--- src/rtl/regfile_scan_ctrl.sv ---
// regfile_scan_ctrl: walks a register file's debug read port and streams
// each register out as an (address, data) word over a valid/ready interface.
module regfile_scan_ctrl #(
  parameter int NUM_REGS   = 32,
  parameter int ADDR_W     = 5,
  parameter int DATA_W     = 32,
  parameter bit CONTINUOUS = 1'b0
) (
  input  logic              clk_i,
  input  logic              rst_ni,
  input  logic              start_i,
  input  logic              abort_i,
  output logic [ADDR_W-1:0] rf_addr_o,
  input  logic [DATA_W-1:0] rf_data_i,
  output logic              out_valid_o,
  input  logic              out_ready_i,
  output logic [ADDR_W-1:0] out_addr_o,
  output logic [DATA_W-1:0] out_data_o,
  output logic              busy_o,
  output logic              done_o
);
  localparam logic [ADDR_W-1:0] LAST = ADDR_W'(NUM_REGS - 1);
  typedef enum logic [1:0] {IDLE, FETCH, PRESENT} state_t;
  state_t            state_q, state_d;
  logic [ADDR_W-1:0] idx_q, idx_d, addr_q, addr_d;
  logic [DATA_W-1:0] data_q, data_d;
  logic              valid_q, valid_d, done_q, done_d;
  logic              last;
  assign last = idx_q == LAST;
  always_comb begin
    state_d = state_q;
    idx_d   = idx_q;
    addr_d  = addr_q;
    data_d  = data_q;
    valid_d = valid_q;
    done_d  = 1'b0;
    if (abort_i) begin
      state_d = IDLE;
      idx_d   = '0;
      valid_d = 1'b0;
    end else begin
      case (state_q)
        IDLE: if (start_i) begin
          state_d = FETCH;
          idx_d   = '0;
        end
        // rf_data has had the whole FETCH cycle to settle on idx_q
        FETCH: begin
          data_d  = rf_data_i;
          addr_d  = idx_q;
          valid_d = 1'b1;
          state_d = PRESENT;
        end
        PRESENT: if (valid_q && out_ready_i) begin
          valid_d = 1'b0;
          done_d  = last;
          idx_d   = last ? '0 : idx_q + 1'b1;
          state_d = (last && !CONTINUOUS) ? IDLE : FETCH;
        end
        default: state_d = IDLE;
      endcase
    end
  end
  always_ff @(posedge clk_i or negedge rst_ni) begin
    if (!rst_ni) begin
      state_q <= IDLE;
      idx_q   <= '0;
      addr_q  <= '0;
      data_q  <= '0;
      valid_q <= 1'b0;
      done_q  <= 1'b0;
    end else begin
      state_q <= state_d;
      idx_q   <= idx_d;
      addr_q  <= addr_d;
      data_q  <= data_d;
      valid_q <= valid_d;
      done_q  <= done_d;
    end
  end
  assign rf_addr_o   = idx_q;
  assign out_valid_o = valid_q;
  assign out_addr_o  = addr_q;
  assign out_data_o  = data_q;
  assign busy_o      = state_q != IDLE;
  assign done_o      = done_q;
endmodule

--- config.mk ---
export PLATFORM = sky130hd
export DESIGN_NAME = regfile_scan_ctrl
export DESIGN_NICKNAME = d
export VERILOG_FILES = /design/src/rtl/regfile_scan_ctrl.sv
export SDC_FILE = /design/constraint.sdc
export NUM_CORES = 1
export LEC_CHECK = 0
export ABC_AREA = 1
export CAP_MARGIN = 40
export CELL_PAD_IN_SITES_DETAIL_PLACEMENT = 2
export CELL_PAD_IN_SITES_GLOBAL_PLACEMENT = 2
export CORE_ASPECT_RATIO = 1.5
export CORE_MARGIN = 4
export CORE_UTILIZATION = 29
export CTS_BUF_LIST = sky130_fd_sc_hd__clkbuf_2 sky130_fd_sc_hd__clkbuf_4 sky130_fd_sc_hd__clkbuf_8
export CTS_CLUSTER_SIZE = 14
export DETAILED_ROUTE_END_ITERATION = 8
export PLACE_DENSITY_LB_ADDON = 0.1
export SLEW_MARGIN = 20
export SYNTH_ARGS = -nofsm -noshare
export SYNTH_HDL_FRONTEND = slang
export SYNTH_SLANG_ARGS = --single-unit
--- constraint.sdc ---
create_clock -name clk_i -period 2.19 [get_ports clk_i]
set_input_delay 0.219 -clock clk_i [delete_from_list [all_inputs] [get_ports clk_i]]
set_output_delay 0.219 -clock clk_i [all_outputs]
set_load 0.03 [all_outputs]
# After elaboration in Yosys (flattened, before gate mapping)
# Index checks and enable logic that the tools add are counted.
# Widths: inputs -> output; s select.
[classes]
n_reduce_logical = 9
bitwise_logic = 1
n_mux = 16
n_addsub = 1
eq_ne = 5
[ops]
columns = ["op", "n"]
rows = [
  ["$mux 5", 4],
  ["$pmux 5 s2", 1],
  ["$mux 1", 6],
  ["$mux 2", 3],
  ["$ne 3x3->1 const B", 2],
  ["$pmux 2 s3", 1],
  ["$reduce_and 2->1", 3],
  ["$reduce_bool 3->1", 2],
  ["$add 5x1->5 const B", 1],
  ["$eq 5x5->1 const B", 1],
  ["$reduce_and 3->1", 1],
  ["$eq 2x1->1 const B", 1],
  ["$eq 2x2->1 const B", 1],
  ["$logic_not 2->1", 1],
  ["$pmux 1 s2", 1],
  ["$reduce_bool 2->1", 1],
  ["$logic_and 1x1->1", 1],
  ["$not 1->1", 1],
]
[totals]
output_inout_bits = 45
word_cells = 38
ff_bits = 46
input_bits = 37

# Longest topological paths before layout
# Gate-level depths: netlist of the first run.
[logic_depth]
word_depth = 5
mapped_depth = 9
ltp_nobuf = 9

# Worst setup path before layout of the first run
# No wires, ideal clock.
[synth_timing]
kind = "reg2reg"
startpoint = "register idx_q[0], in the netlist rf_addr_o[0]"
endpoint = "register idx_q[2], in the netlist rf_addr_o[2]"
required_ns = 2.125
synth_period_minus_slack_ns = 1.564
slack_ns = 0.626
n_path_buf = 0
setup_ns = 0.065
path_stages_with_launch = 10
arrival_time_ns = 1.499
cell_sequence = "dfrtp_1 -> ha_1 -> nand2_1 -> nor2_1 -> ha_1 -> inv_1 -> nand3_1 -> nor3_1 -> nand2_1 -> nand2_1"
[synth_via]
elab_chain_len = 5
elab_cells_between_ends = 6
classes_between = "add/sub (1); eq/ne (1); mux (4)"
[synth_lines]
columns = ["element", "line", "source"]
rows = [
  ["from (decl)", "25", "logic [ADDR_W-1:0] idx_q, idx_d, addr_q, addr_d;"],
  ["from (signal assigned)", "74", "idx_q <= idx_d;"],
  ["$add 5x1->5 / $eq 5x5->1 (equally long branches)", "57, 29", ""],
  ["$mux 5 *", "57", "idx_d = last ? '0 : idx_q + 1'b1;"],
  ["$mux 5 *", "54", "PRESENT: if (valid_q && out_ready_i) begin"],
  ["$pmux 5 s2 *", "42", "case (state_q)"],
  ["$mux 5 *", "37", "if (abort_i) begin"],
]
# Mark *: on every way between the ends. The rest lies on a longest branch, timed or not. The select of a mux whose other input is x is not followed.
# A chain may end at the register's enable or synchronous reset.

# Worst setup path in the final report of the first run
[layout_timing]
startpoint = "register idx_q[0], in the netlist rf_addr_o[0]"
endpoint = "output rf_addr_o[0]"
[layout_rtl]
columns = ["element", "line", "source"]
rows = [
  ["to (decl)", "13", "output logic [ADDR_W-1:0] rf_addr_o,"],
]
# No word-level cell between the ends.

==> results.yml, run 1 <==
detailed_routing:
  drc: 0
  viasPerCell: 4.57
  avgRoutedWirePerCell_um: 16.3
  wl_um: 6770
  ant_nets: 0
  drt_pre_antenna_iters: 2
  first_iter_violations: 42
  vias: 1892
final_layout:
  regArea_sq_mm: 0.00115
  multi_input_area_sq_um: 888
  utilization: 0.433
  drive_above_1_share: 0.185
  diodes: 0
  nets: 353
  area_growth_pct: 43.7
  fillers: 844
worst_setup_path:
  critical_path_class: "flip-flop to primary output"
  cp.arrival_ns: 1.54
  critical_path_buf_inv_count: 1
  rr_worst_depth: 9
  max_stage_delay_ns: 0.73
  crit_cells: 1
  endpoint_kind: "primary output"
  start_kind: "flip-flop"
  critPathTopFamily: "buffers and inverters"
  crit_path_top_delay_cell: "clkdlybuf4s50_1"
  path_cells: "clkdlybuf4s50_1"
  crit_fanout: 6
  critPathRequiredTime_ns: 1.97
pwr:
  p_leak_nw: 1.48
  p_per_area_mw_per_mm2: 980
  peakVddDrop_mv: 0.277
yosys:
  ys_warn_count: 0
  muxShareOfSynthArea: 0
  synth_top_family_by_area: "simple AND/OR/NAND/NOR gates"
  syn-cell-area_sq_mm: 0.00222
  yosysMostFrequentCell: "nand2_1"
  synthesis.instances: 232
  synth-simple-area-share: 0.376
  synth.distinct_cells: 22
  synth_top_cells_by_count: "nand2_1, dfrtp_1, nand3_2"
  synthXorXnorAreaFrac: 0
  seq_area_frac_synth: 0.518
  yosys_register_bits: 46
  synth_edf_count: 0
  async_flop_share: 1.00
  synth_ff_type: "dfrtp_1"
  synth_top_cell_area_share: 0.518
  syn_nets: 271
  synth_fa_ha_area_frac: 0.0113
  synth_top_cells_by_area: "dfrtp_1, nand2_1, nand3_2, buf_12, buf_4"
  synth_top_area_cell: "dfrtp_1"
  synth_compound_area_frac: 0.0124
  avgSynthCellArea_sq_um: 9.58
clock_network:
  clk_latency_ns: 0.31
  cts_tree: "yes"
  ctsHtreeMaxLevel: 2
  cts_inserted_buffers: 5
  cts_buffer_depth: 2
  path_clk_slew_ns: 0.09
  cts-root-buf: "clkbuf_8"
  numClockSinks: 46
hold_path:
  hold_class: "input port to asynchronous set/reset pin"
floorplanning:
  chipWidth_um: 79.5
  core_area_sq_mm: 0.00737
  num_rows: 38
  dieHeight_um: 115
  start_util: 0.302
  die_area_sq_mm: 0.00916
  num_io_pins: 82
grt:
  antenna_found_initial: 0
  grt.overflow.total: 0
  grt_pass1_vias: 2123
  grt_max_degree: 42
  grt_pass1_wl_um: 11000
  grt_usage: 0.159
place:
  io_buffers: 81
  place_hpwl_um: 5010
  preCtsSetupSlack_ns: 0.327
  place_congestion: 0.716
timing:
  tns_ns: 0
  fmax_mhz: 569
  slew_viol_final: 0
  min_period_ns: 1.76
  rsz0062_at_grt: "false"
  hold_viol: 0
  period_share: 0.802
  clock_skew_ns: 0.00430
  tightest_slew_ns: 0.585
  timing.final.ws_setup_ns: 0.434
  maxSlewHeadroom: 0.610
  setup_viol: 0
outcome:
  run_status: "complete, no violations"
flow_run:
  maxCapViolations: 0
## worst paths after layout
kind,start,endpoint,slack (ns)
worst min register to register,out_data_o[0],out_data_o[0],0.48
worst max-delay path,rf_addr_o[0],rf_addr_o[0],0.43
worst max register to register,rf_addr_o[0],rf_addr_o[2],0.57
max in group asynchronous,rst_ni,out_data_o[25],1.21
worst min-delay path,rst_ni,out_data_o[13],0.44
min in group clk_i,rf_data_i[17],out_data_o[17],0.46
## placed cells by master (no fill, tap or decap), drive strengths merged
master | netlist | routed
clkbuf | 0 | 6
nor2 | 11 | 11
nand2 | 103 | 103
bufinv | 0 | 1
dfrtp | 46 | 46
o21ai | 3 | 3
o211ai | 1 | 1
dlygate4sd3 | 0 | 1
clkdlybuf4s50 | 0 | 79
ha | 2 | 2
inv | 11 | 11
nand3 | 39 | 39
a21oi | 1 | 1
buf | 12 | 7
nor3 | 3 | 3
## per-stage QoR
stage | power (mW) | cell area [sq um] | cells | hold WS, ns
floorplan | 1.90 | 2220 | 232 | -0.0766
global placement | 2.46 | 3070 | 406 | 0.250
detailed placement | 2.51 | 3070 | 406 | 0.252
CTS | 3.19 | 3190 | 414 | 0.445
global route | 3.31 | 3190 | 414 | 0.455
finish | 3.13 | 3190 | 414 | 0.440
## state kept, by name (all words and copies together) (netlist names)
| signal | count |
|---|---|
| out_addr_o | 5 |
| rf_addr_o | 5 |
| out_valid_o | 1 |
| done_o | 1 |
| out_data_o | 32 |
| state_q | 2 |
## layout make-up
class,count,area share
inverters,11,0.0129
repair buffers,87,0.274
clock inverters,1,0.00940
clock buffers,6,0.0259
well taps,100,0.0392
flip-flops and latches,46,0.360
multi-input cells,163,0.278
## kinds of logic after synthesis
| logic type | Yosys count |
|---|---|
| buffers and inverters | 23 |
| AND/OR/NAND/NOR | 156 |
| AO/OA/AOI/OAI | 5 |
| flip-flops | 46 |
| adder cells (fa/ha/maj) | 2 |
## layer usage
metal  GRT usage  vias to the layer above  share of wire
met5           0                        -              0
met4      0.0631                        0          0.021
met3      0.0392                       11          0.048
met2       0.292                       46           0.56
met1       0.173                      947           0.37
li1            -                      888              -
## report_power, final
| part | internal [mW] | switching, mW |
|---|---|---|
| Sequential | 1.05 | 0.124 |
| Combinational | 0.508 | 0.774 |
| Clock | 0.366 | 0.306 |
## what timing repair did
action                                 in CTS  in global routing
setup buffers                               0                  0
endpoints found under the hold margin      22                  0
hold buffers                                1                  0
resized for setup                           0                  0
(Power assumes the default switching activity.)
==> run 2: changes to the inputs <==
CORE_UTILIZATION = 24   (was 29)
clock period = 1.5 ns   (was 2.19 ns; I/O delays follow)
==> run 2 against run 1 <==
  * Die area increased by 19%
  * First-iteration DRC count unchanged
  * Power increased by 39%
  * Via count about the same
  * Critical path depth increased by 7
  * Routed wire length decreased by 2.1%
  * Worst hold slack got worse by 0.072 ns
==> results.yml, run 2 (synthesis results as in run 1) <==
outcome:
  run_status: "complete, no violations"
place:
  io_buffers: 81
  place_hpwl_um: 4880
  preCtsSetupSlack_ns: -0.0355
  place_congestion: 0.742
  placed_cell_area_sq_mm: 0.00316
worst_setup_path:
  path_cells: "ha_2, nand2_2, nor2_1, ha_2, buf_4, nor3_2, nand2_1, nand2_1"
  crit_path_top_delay_cell: "dfrtp_2"
  start_kind: "flip-flop"
  rr_worst_depth: 8
  crit_fanout: 2
  critPathRequiredTime_ns: 1.74
  reg2reg_slack_ns: 0.1
  critPathTopFamily: "flip-flops"
  r2r-end: "rf_addr_o[0]"
  max_stage_delay_ns: 0.42
  critical_path_buf_inv_count: 1
  endpoint_kind: "flip-flop"
  critical_path_class: "flip-flop to flip-flop"
  rr_startpoint: "rf_addr_o[0]"
  cp.arrival_ns: 1.64
pwr:
  p_per_area_mw_per_mm2: 1340
  p_leak_nw: 1.70
  peakVddDrop_mv: 0.432
timing:
  tightest_slew_ns: 0.353
  maxSlewHeadroom: 0.765
  rsz0062_at_grt: "false"
  min_period_ns: 1.40
  clock_skew_ns: 0.00572
  slew_viol_final: 0
  holdWs_ns: 0.368
  fmax_mhz: 713
  setup_viol: 0
  tns_ns: 0
  period_share: 0.934
  hold_viol: 0
  timing.final.ws_setup_ns: 0.0983
detailed_routing:
  vias: 1891
  avgRoutedWirePerCell_um: 15.3
  viasPerCell: 4.38
  drt_pre_antenna_iters: 4
  ant_nets: 0
  wl_um: 6620
  drc: 0
  first_iter_violations: 42
final_layout:
  fin_area_sq_mm: 0.00326
  largest_reg_flops: 32
  fillers: 1013
  area_growth_pct: 46.4
  diodes: 0
  final_cell_mix: "nand2_1, dfrtp_1, dlygate4sd2_1, clkdlybuf4s50_1, nand3_2"
  layout_commonest_cell: "nand2_1"
  nets: 360
  drive_above_1_share: 0.224
floorplanning:
  core_area_sq_mm: 0.00893
  die_area_sq_mm: 0.0109
  start_util: 0.249
  num_io_pins: 82
  dieHeight_um: 126
  chipWidth_um: 86.6
  num_rows: 42
clock_network:
  cts_inserted_buffers: 5
  cts-root-buf: "clkbuf_8"
  numClockSinks: 46
  ctsHtreeMaxLevel: 2
  path_clk_slew_ns: 0.09
  cts_tree: "yes"
  cts_buffer_depth: 2
  clk_latency_ns: 0.30
grt:
  grt_max_degree: 47
  grt_usage: 0.127
  grt_pass1_vias: 2058
  antenna_found_initial: 0
  grt_pass1_wl_um: 10900
  grt.overflow.total: 0
hold_path:
  hold_class: "input port to asynchronous set/reset pin"
flow_run:
  maxCapViolations: 0
run 2: cell count changes in the layout (fill, tap and decap cells not counted), moves of 2 or more:
cell,before,now
clkdlybuf4s50_1,79,35
dlygate4sd2_1,0,40
buf_4,4,9
dlymetal6s2s_1,0,4
buf_12,2,4
clkbuf_4,0,2
dfrtp_1,46,44
dfrtp_2,0,2
ha_1,2,0
ha_2,0,2
run 2: worst min-delay path, cell delays in order:
cell and delay (ns):
dlygate4sd3_1 0.52, buf_2 0.13, buf_12 0.26
run 2: cell type report:
cell class	instances	area [sq um]	area share
inverters	11	41.3	0.0127
clock inverters	1	30.0	0.00922
multi-input cells	163	896	0.275
repair buffers	94	913	0.281
well taps	110	138	0.0423
flip-flops and latches	46	1150	0.354
clock buffers	7	83.8	0.0257
run 2: worst max-delay path by stage:
stage,startpoint,to,slack (ns),depth (start not counted)
detailed placement,abort_i,rf_addr_o[2],-0.04,8
floorplan,rf_addr_o[0],rf_addr_o[2],0.01,9
CTS,out_data_o[23],out_data_o[23],0.002,1
global route,rf_addr_o[0],rf_addr_o[0],0.01,8
finish,rf_addr_o[0],rf_addr_o[0],0.1,8
global placement,abort_i,rf_addr_o[2],-0.04,7
run 2: where the power goes:
group	total, mW	internal (mW)	switching [mW]
Sequential	1.69	1.54	0.155
Combinational	1.70	0.573	1.13
Clock	0.960	0.535	0.424
Total	4.35	2.64	1.71
run 2: what timing repair did:
action / in CTS / in global routing
setup buffers: 0 / 0
setup endpoints to repair: 40 / 7
hold buffers: 1 / 0
hold endpoints to repair: 46 / 0
gates resized for setup: 40 / 8
run 2: per-stage QoR:
stage                     instances  total power [mW]  utilization
final                           432              4.35        0.364
after global routing            432              4.65        0.364
after CTS                       432              4.48        0.362
after detailed placement        423              3.68        0.354
after global placement          423              3.64        0.354
after floorplan                 232              2.77            -
run 2: routing by layer:
layer  global-route usage  vias to the layer above  share of wire
met2                0.223                       44           0.54
met3               0.0242                        5          0.043
met5                    0                        -              0
li1                     -                      913              -
met1                0.156                      929           0.40
met4               0.0385                        0          0.013
